### src/rtl/pc_fetch_unit_pkg.sv
// Shared constants for the instruction-fetch stage: next-PC codes,
// FSM state encoding and the default reset PC.
package pc_fetch_unit_pkg;

  localparam logic [1:0] NPC_PLUS4  = 2'b00;
  localparam logic [1:0] NPC_BRANCH = 2'b01;
  localparam logic [1:0] NPC_JUMP   = 2'b10;
  localparam logic [1:0] NPC_JR     = 2'b11;

  localparam logic [1:0] ST_FETCH = 2'b00;
  localparam logic [1:0] ST_HOLD  = 2'b01;
  localparam logic [1:0] ST_HALT  = 2'b10;

  localparam logic [31:0] DEFAULT_RESET_PC = 32'h0000_3000;

endpackage

### src/rtl/pc_fetch_unit_npc_calc.sv
// Combinational next-PC selection from the decoder's 2-bit code, plus the
// misaligned-target flag (only a register jump can be misaligned).
module pc_fetch_unit_npc_calc
  import pc_fetch_unit_pkg::*;
#(
  parameter int ADDR_W = 32
) (
  input  logic [ADDR_W-1:0] pc,
  input  logic [25:0]       instr_idx,
  input  logic [31:0]       rs_data,
  input  logic [1:0]        npc_op,
  output logic [ADDR_W-1:0] next_pc,
  output logic              misaligned
);

  logic [ADDR_W-1:0] seq_pc;
  logic [ADDR_W-1:0] branch_off;

  assign seq_pc     = pc + ADDR_W'(4);
  // 16-bit word offset, sign-extended and scaled to bytes
  assign branch_off = {{(ADDR_W-18){instr_idx[15]}}, instr_idx[15:0], 2'b00};

  always_comb begin
    next_pc = seq_pc;
    case (npc_op)
      NPC_PLUS4:  next_pc = seq_pc;
      NPC_BRANCH: next_pc = seq_pc + branch_off;
      NPC_JUMP:   next_pc = {seq_pc[ADDR_W-1:28], instr_idx, 2'b00};
      default:    next_pc = ADDR_W'(rs_data);
    endcase
  end

  assign misaligned = (npc_op == NPC_JR) && (rs_data[1:0] != 2'b00);

endmodule

### src/rtl/pc_fetch_unit.sv
// Instruction-fetch stage: owns the PC, fetches over a req/ack handshake,
// holds the word for the decoder and steps the PC on each commit.
module pc_fetch_unit
  import pc_fetch_unit_pkg::*;
#(
  parameter int                ADDR_W   = 32,
  parameter logic [ADDR_W-1:0] RESET_PC = ADDR_W'(DEFAULT_RESET_PC)
) (
  input  logic              clk,
  input  logic              rstn,
  input  logic [1:0]        npc_op,
  input  logic [31:0]       rs_data,
  input  logic              advance,
  output logic              imem_req,
  output logic [ADDR_W-1:0] imem_addr,
  input  logic              imem_ack,
  input  logic [31:0]       imem_rdata,
  output logic [31:0]       instr,
  output logic              instr_valid,
  output logic [ADDR_W-1:0] pc,
  output logic [ADDR_W-1:0] pc_plus4,
  output logic              addr_err,
  output logic [31:0]       retired
);

  logic [1:0]        state_reg;
  logic [ADDR_W-1:0] pc_reg;
  logic [31:0]       instr_reg;
  logic              instr_valid_reg;
  logic              imem_req_reg;
  logic              addr_err_reg;
  logic [31:0]       retired_reg;
  logic [ADDR_W-1:0] next_pc;
  logic              misaligned;

  pc_fetch_unit_npc_calc #(.ADDR_W(ADDR_W)) u_npc_calc (
    .pc        (pc_reg),
    .instr_idx (instr_reg[25:0]),
    .rs_data   (rs_data),
    .npc_op    (npc_op),
    .next_pc   (next_pc),
    .misaligned(misaligned)
  );

  always_ff @(posedge clk or negedge rstn) begin
    if (!rstn) begin
      state_reg       <= ST_FETCH;
      pc_reg          <= RESET_PC;
      instr_reg       <= 32'h0;
      instr_valid_reg <= 1'b0;
      imem_req_reg    <= 1'b0;
      addr_err_reg    <= 1'b0;
      retired_reg     <= 32'h0;
    end else begin
      case (state_reg)
        ST_FETCH: begin
          // The request goes up one edge after reset; acks before that are stale
          if (!imem_req_reg) begin
            imem_req_reg <= 1'b1;
          end else if (imem_ack) begin
            instr_reg       <= imem_rdata;
            instr_valid_reg <= 1'b1;
            imem_req_reg    <= 1'b0;
            state_reg       <= ST_HOLD;
          end
        end
        ST_HOLD: begin
          if (advance) begin
            pc_reg          <= next_pc;
            retired_reg     <= retired_reg + 32'd1;
            instr_valid_reg <= 1'b0;
            if (misaligned) begin
              addr_err_reg <= 1'b1;
              state_reg    <= ST_HALT;
            end else begin
              imem_req_reg <= 1'b1;
              state_reg    <= ST_FETCH;
            end
          end
        end
        ST_HALT: begin
          imem_req_reg    <= 1'b0;
          instr_valid_reg <= 1'b0;
        end
        default: begin
          // Unreachable encoding: park safely until the next reset
          imem_req_reg    <= 1'b0;
          instr_valid_reg <= 1'b0;
          state_reg       <= ST_HALT;
        end
      endcase
    end
  end

  assign imem_req    = imem_req_reg;
  assign imem_addr   = pc_reg;
  assign instr       = instr_reg;
  assign instr_valid = instr_valid_reg;
  assign pc          = pc_reg;
  assign pc_plus4    = pc_reg + ADDR_W'(4);
  assign addr_err    = addr_err_reg;
  assign retired     = retired_reg;

endmodule

### config.mk
export PLATFORM = sky130hd
export DESIGN_NAME = pc_fetch_unit
export DESIGN_NICKNAME = d
export VERILOG_FILES = /design/src/rtl/pc_fetch_unit_pkg.sv /design/src/rtl/pc_fetch_unit_npc_calc.sv /design/src/rtl/pc_fetch_unit.sv
export SDC_FILE = /design/constraint.sdc
export NUM_CORES = 1
export LEC_CHECK = 0
export CAP_MARGIN = 20
export CORE_ASPECT_RATIO = 1.5
export CORE_MARGIN = 2
export CORE_UTILIZATION = 48
export CTS_CLUSTER_SIZE = 10
export DETAILED_ROUTE_END_ITERATION = 16
export GPL_ROUTABILITY_DRIVEN = 0
export HOLD_SLACK_MARGIN = 0.15
export PLACE_DENSITY = 0.82
export SETUP_SLACK_MARGIN = 0.4
export SKIP_CTS_REPAIR_TIMING = 1
export SLEW_MARGIN = 20
export SYNTH_ARGS = -nofsm -noshare
export SYNTH_HDL_FRONTEND = slang
export SYNTH_SLANG_ARGS = --single-unit
### constraint.sdc
create_clock -name clk -period 4.6 [get_ports clk]
set_input_delay 0.92 -clock clk [delete_from_list [all_inputs] [get_ports clk]]
set_output_delay 0.92 -clock clk [all_outputs]
set_load 0.02 [all_outputs]
# After elaboration in Yosys (flattened, before gate mapping)

Cells that the tools add are included.

$add $sub $neg: 3
Eq/ne operators: 9
Mux-type cells: 15
Bitwise logic cells: 1
Reduce and logical (&&, ||, !) cells: 10

Operators with widths:

| kind                                           | number |
|---|---|
| one-hot mux 32 bit (3 select lines)            | 1 |
| adder 32 x 1 -> 32 bit (second input constant) | 1 |
| adder 32 x 3 -> 32 bit (second input constant) | 1 |
| adder 32 bit                                   | 1 |
| AND reduction 3 bit                            | 3 |
| 2-to-1 mux 2 bit                               | 4 |
| != test 2 bit (second input constant)          | 4 |
| 2-to-1 mux 1 bit                               | 7 |
| == test 2 bit (second input constant)          | 3 |
| one-hot mux 2 bit (3 select lines)             | 1 |
| == test 2 x 1 -> 1 bit (second input constant) | 2 |
| zero test 2 bit                                | 2 |
| one-hot mux 1 bit (2 select lines)             | 2 |
| AND reduction 2 bit                            | 2 |
| AND reduction 4 bit                            | 1 |
| nonzero test 2 bit                             | 1 |
| logical AND 1 bit                              | 1 |
| NOT 1 bit                                      | 1 |

Bits in registers: 101
Input port bits: 70
Output and inout bits: 163
Word-level logic and storage cells: 45

# Logic depth before layout (Yosys ltp)

Depth in word-level cells: 5
Gate-level depth with buffers: 15
Mapped depth without buffers: 13

# Cells and area by module

From an unflattened synthesis, not the netlist that was laid out.

Cell total of the unflattened synthesis: 850
Area, all modules: 7908.8 um^2

By module, submodules not included:

| module                 | instances | cells each | area an instance (um^2) | seq. area each (um^2) |
|---|---|---|---|---|
| pc_fetch_unit          | 1         | 466        | 4901.0                  | 2529.9 |
| pc_fetch_unit_npc_calc | 1         | 384        | 3007.9                  | 0.0 |

# Worst setup path after synthesis

OpenSTA, ideal clock, no wires.

Path kind: reg2reg
Start: register pc_reg[12], in the netlist imem_addr[12]
End: register pc_reg[25], in the netlist imem_addr[25]
Setup time: 82 ps
Data arrival time: 3594 ps
Required time: 4518 ps
Slack: 925 ps
Cell stages (with the launch flop): 12
Path buffers: 2
Period minus slack after synthesis: 3675 ps
Cell sequence: dfstp_2 -> nand4_1 -> nor3_2 -> and2_1 -> buf_2 -> nand4_1 -> xnor2_1 -> ha_1 -> clkbuf_1 -> nor4_1 -> or4b_2 -> a31oi_1

Longest elaborated chain between the ends: 3

Ends and longest elaborated chain:

| element                               | line                         | source |
|---|---|---|
| start: declaration                    | pc_fetch_unit.sv:27          | `logic [ADDR_W-1:0] pc_reg;` |
| start signal: assignment              | pc_fetch_unit.sv:69          | `pc_reg <= next_pc;` |
| adder 32 x 3 -> 32 bit *              | n/a                          |  |
| via pc_plus4[25]                      | pc_fetch_unit.sv:21          | `output logic [ADDR_W-1:0] pc_plus4,` |
| adder 32 bit                          | pc_fetch_unit_npc_calc.sv:27 | `NPC_BRANCH: next_pc = seq_pc + branch_off;` |
| one-hot mux 32 bit (3 select lines) * | pc_fetch_unit_npc_calc.sv:25 | `case (npc_op)` |

The timed path passes the listed nets; every way through them passes the cells marked *.
A chain may end at the register's enable or synchronous reset.

# Final worst setup path

Start: register pc_reg[2], in the netlist imem_addr[2]
End: output pc_plus4[20]

Longest elaborated chain between the ends: 1

Ends and longest elaborated chain:

| element                | line                 | source |
|---|---|---|
| adder 32 x 3 -> 32 bit | pc_fetch_unit.sv:100 | `assign pc_plus4 = pc_reg + ADDR_W'(4);` |
| end: declaration       | pc_fetch_unit.sv:21  |  |

No other way between the ends.

==> results.yml <==
run_status:
  outcome: "completed"
yosys:
  ys_types: 71
  yosysWarningCount: 0
  synth_edf_count: 0
  async_flop_share_pct: 100
  synth-seq-area-share_pct: 34.3
  synth_nets: 898
  synth_area_per_cell_um2: 9.29
  synth_top_area_cell: "dfrtp_1"
  netlist_area_mm2: 0.00737
  synth.area.top_cells: "dfrtp_1 34%, xnor2_1 7.1%, ha_1 5.8%, mux2_2 5.7%, nand2_1 5.0%"
  yosysTopAreaCellShare_pct: 33.6
  ys_ff_latch: 101
  postSynthCellCount: 793
  yosys.cell_count.top_type: "dfrtp_1"
  synthTopCellsByCount: "99 x dfrtp_1, 98 x nand2_1, 60 x xnor2_1"
  synth_flop_cell: "dfrtp_1"
floorplanning:
  num_io_pins: 233
  rows: 55
  coreArea_mm2: 0.0151
  die_h_um: 156
  start_util_pct: 48.9
  die_area_mm2: 0.0164
  die_w_um: 105
power:
  powerDensity_mw_per_mm2: 754
  peakVddDrop_mv: 0.451
  fin_total_pwr_uw: 7520
  leakagePower_uw: 0.00408
layout:
  syn_to_final_growth_pct: 35.3
  final_util_pct: 66.1
  antenna_cells: 0
  drive_gt1_share_pct: 11.7
  layout.nets: 1083
sta:
  fmaxAchievable_mhz: 246
  slew_violations: 0
  rsz0062_at_grt: "false"
  post-route-period-util_pct: 88.4
  tightest_slew_ns: 1.05
  min_period_ns: 4.07
  fin_skew_ns: 0.0129
  relSlewSlack_pct: 29.8
  finalSetupTns_ns: 0
  setup_viol: 0
  finalHoldViolations: 0
route:
  num_vias: 7056
  drt_iter0_markers: 440
  drc_errors: 0
  dr.pass1.iters: 5
  wl_per_cell_um: 20.0
  ant_nets: 0
  finalWirelength_mm: 23.6
  vias_per_cell: 5.97
worst_setup_path:
  criticalPathCategory: "reg -> out"
  crit_fanout: 7
  cpPeakStageDelay_ns: 0.73
  arrival_ns: 3.15
  cp-end-kind: "output port"
  start_kind: "flip-flop"
  crit_slowest_cell: "clkdlybuf4s50_1"
  worst_ep_required_time_ns: 3.68
  critical_path.cell_chain: "ha_1, nand3_1, nor3_4, buf_4, nand4_2, xnor2_1, clkdlybuf4s50_1"
cts:
  cts_buffers: 9
  h-tree-depth: 3
  clkLatencyLatePin_ns: 0.36
  cts_tree: "done"
  cts_buffer_depth: 2
  cts-root-buf: "clkbuf_16"
  clk_pin_slew_worst_paths_ns: 0.08
  cts.sinks: 101
global_routing:
  grt_pass1_wl_mm: 37.1
  antenna_found_initial: 0
  first_global_vias: 7056
  track_usage_pct: 28.9
  overflow: 0
  grt_max_degree: 62
hold_path:
  hold_class: "in -> async"
placement:
  dp_hpwl_mm: 17.7
  io_buffers: 232
run:
  cap_violations: 0
==> final timing paths <==
kind,from,slack (ns),to,cells past startpoint
max,imem_addr[2],0.53,pc_plus4[20],7
min,rstn,0.33,instr[29],1
max reg2reg,imem_addr[2],0.55,imem_addr[24],15
min reg2reg,retired[31],0.47,retired[31],1
max in group asynchronous,rstn,3.33,imem_addr[26],2
min in group clk,retired[31],0.47,retired[31],1
==> cells in the final DEF (no fill, tap or decap), drive strengths merged, types with 6 or more instances in the layout <==
| cell | count |
|---|---|
| clkbuf | 9 |
| mux4 | 10 |
| nor2 | 44 |
| dfrtp | 99 |
| o21a | 9 |
| a211oi | 7 |
| clkdlybuf4s50 | 228 |
| and3 | 8 |
| ha | 34 |
| o21ai | 36 |
| xor2 | 22 |
| nand2 | 98 |
| nand3 | 29 |
| nand4 | 28 |
| a21o | 13 |
| a31oi | 6 |
| xnor2 | 61 |
| mux2i | 13 |
| buf | 14 |
| inv | 21 |
| mux2 | 38 |
| nor3 | 20 |
| a21oi | 50 |
| o221ai | 8 |
==> where the power goes <==
part	internal, µW	total [µW]	switching [µW]
Combinational	2260	5070	2810
Clock	387	783	396
Sequential	1190	1660	474
Total	3840	7520	3680
==> stage by stage <==
stage	instances	worst slack, ns	area (µm²)	hold slack, ns
finish	1182	0.533	9960	0.333
floorplan	793	0.925	7370	0.541
global placement	1163	0.682	9600	0.459
CTS	1179	0.369	9910	0.321
detailed placement	1163	0.548	9600	0.464
global route	1182	0.404	9960	0.325
==> worst max-delay path: cells and delay by family, from the launching register on <==
kind          cells  cell delay, ns
flops             1            0.49
buf+inv           2            0.92
xor+xnor          1            0.37
simple gates      3            0.77
fa+ha+maj         1            0.24
==> layout make-up <==
type | count | area, µm²
tap | 199 | 249
clock inverter | 7 | 78.8
timing repair buffer | 244 | 2410
multi-input combinational | 604 | 4400
fill | 1218 | 5110
sequential | 101 | 2530
inverter | 18 | 67.6
clock buffer | 9 | 225
==> routing by layer <==
layer  wire length, µm  track usage [%]  vias up  share of wire [%]
met4              1330             16.3        0                5.6
li1                  -                -     3212                  -
met5                 0                0        -                  0
met3              1690             5.35       90                7.2
met2             11900             50.6      373                 51
met1              8670             32.9     3381                 37
==> cells by family (layout without fill, tap and decap cells) <==
kind of cell               Yosys count  count (layout)  synth area share (%)
and+or+nand+nor                    256             256                  17.3
xor gates and xnor gates            83              83                  9.97
adders and majority gates           35              35                  6.05
buffers and inverters               88             278                  6.42
muxes                               61              61                  10.7
AOI/OAI and AO/OA                  169             169                  15.2
DFF                                101             101                  34.3
Power figures use the tool's default switching activity.
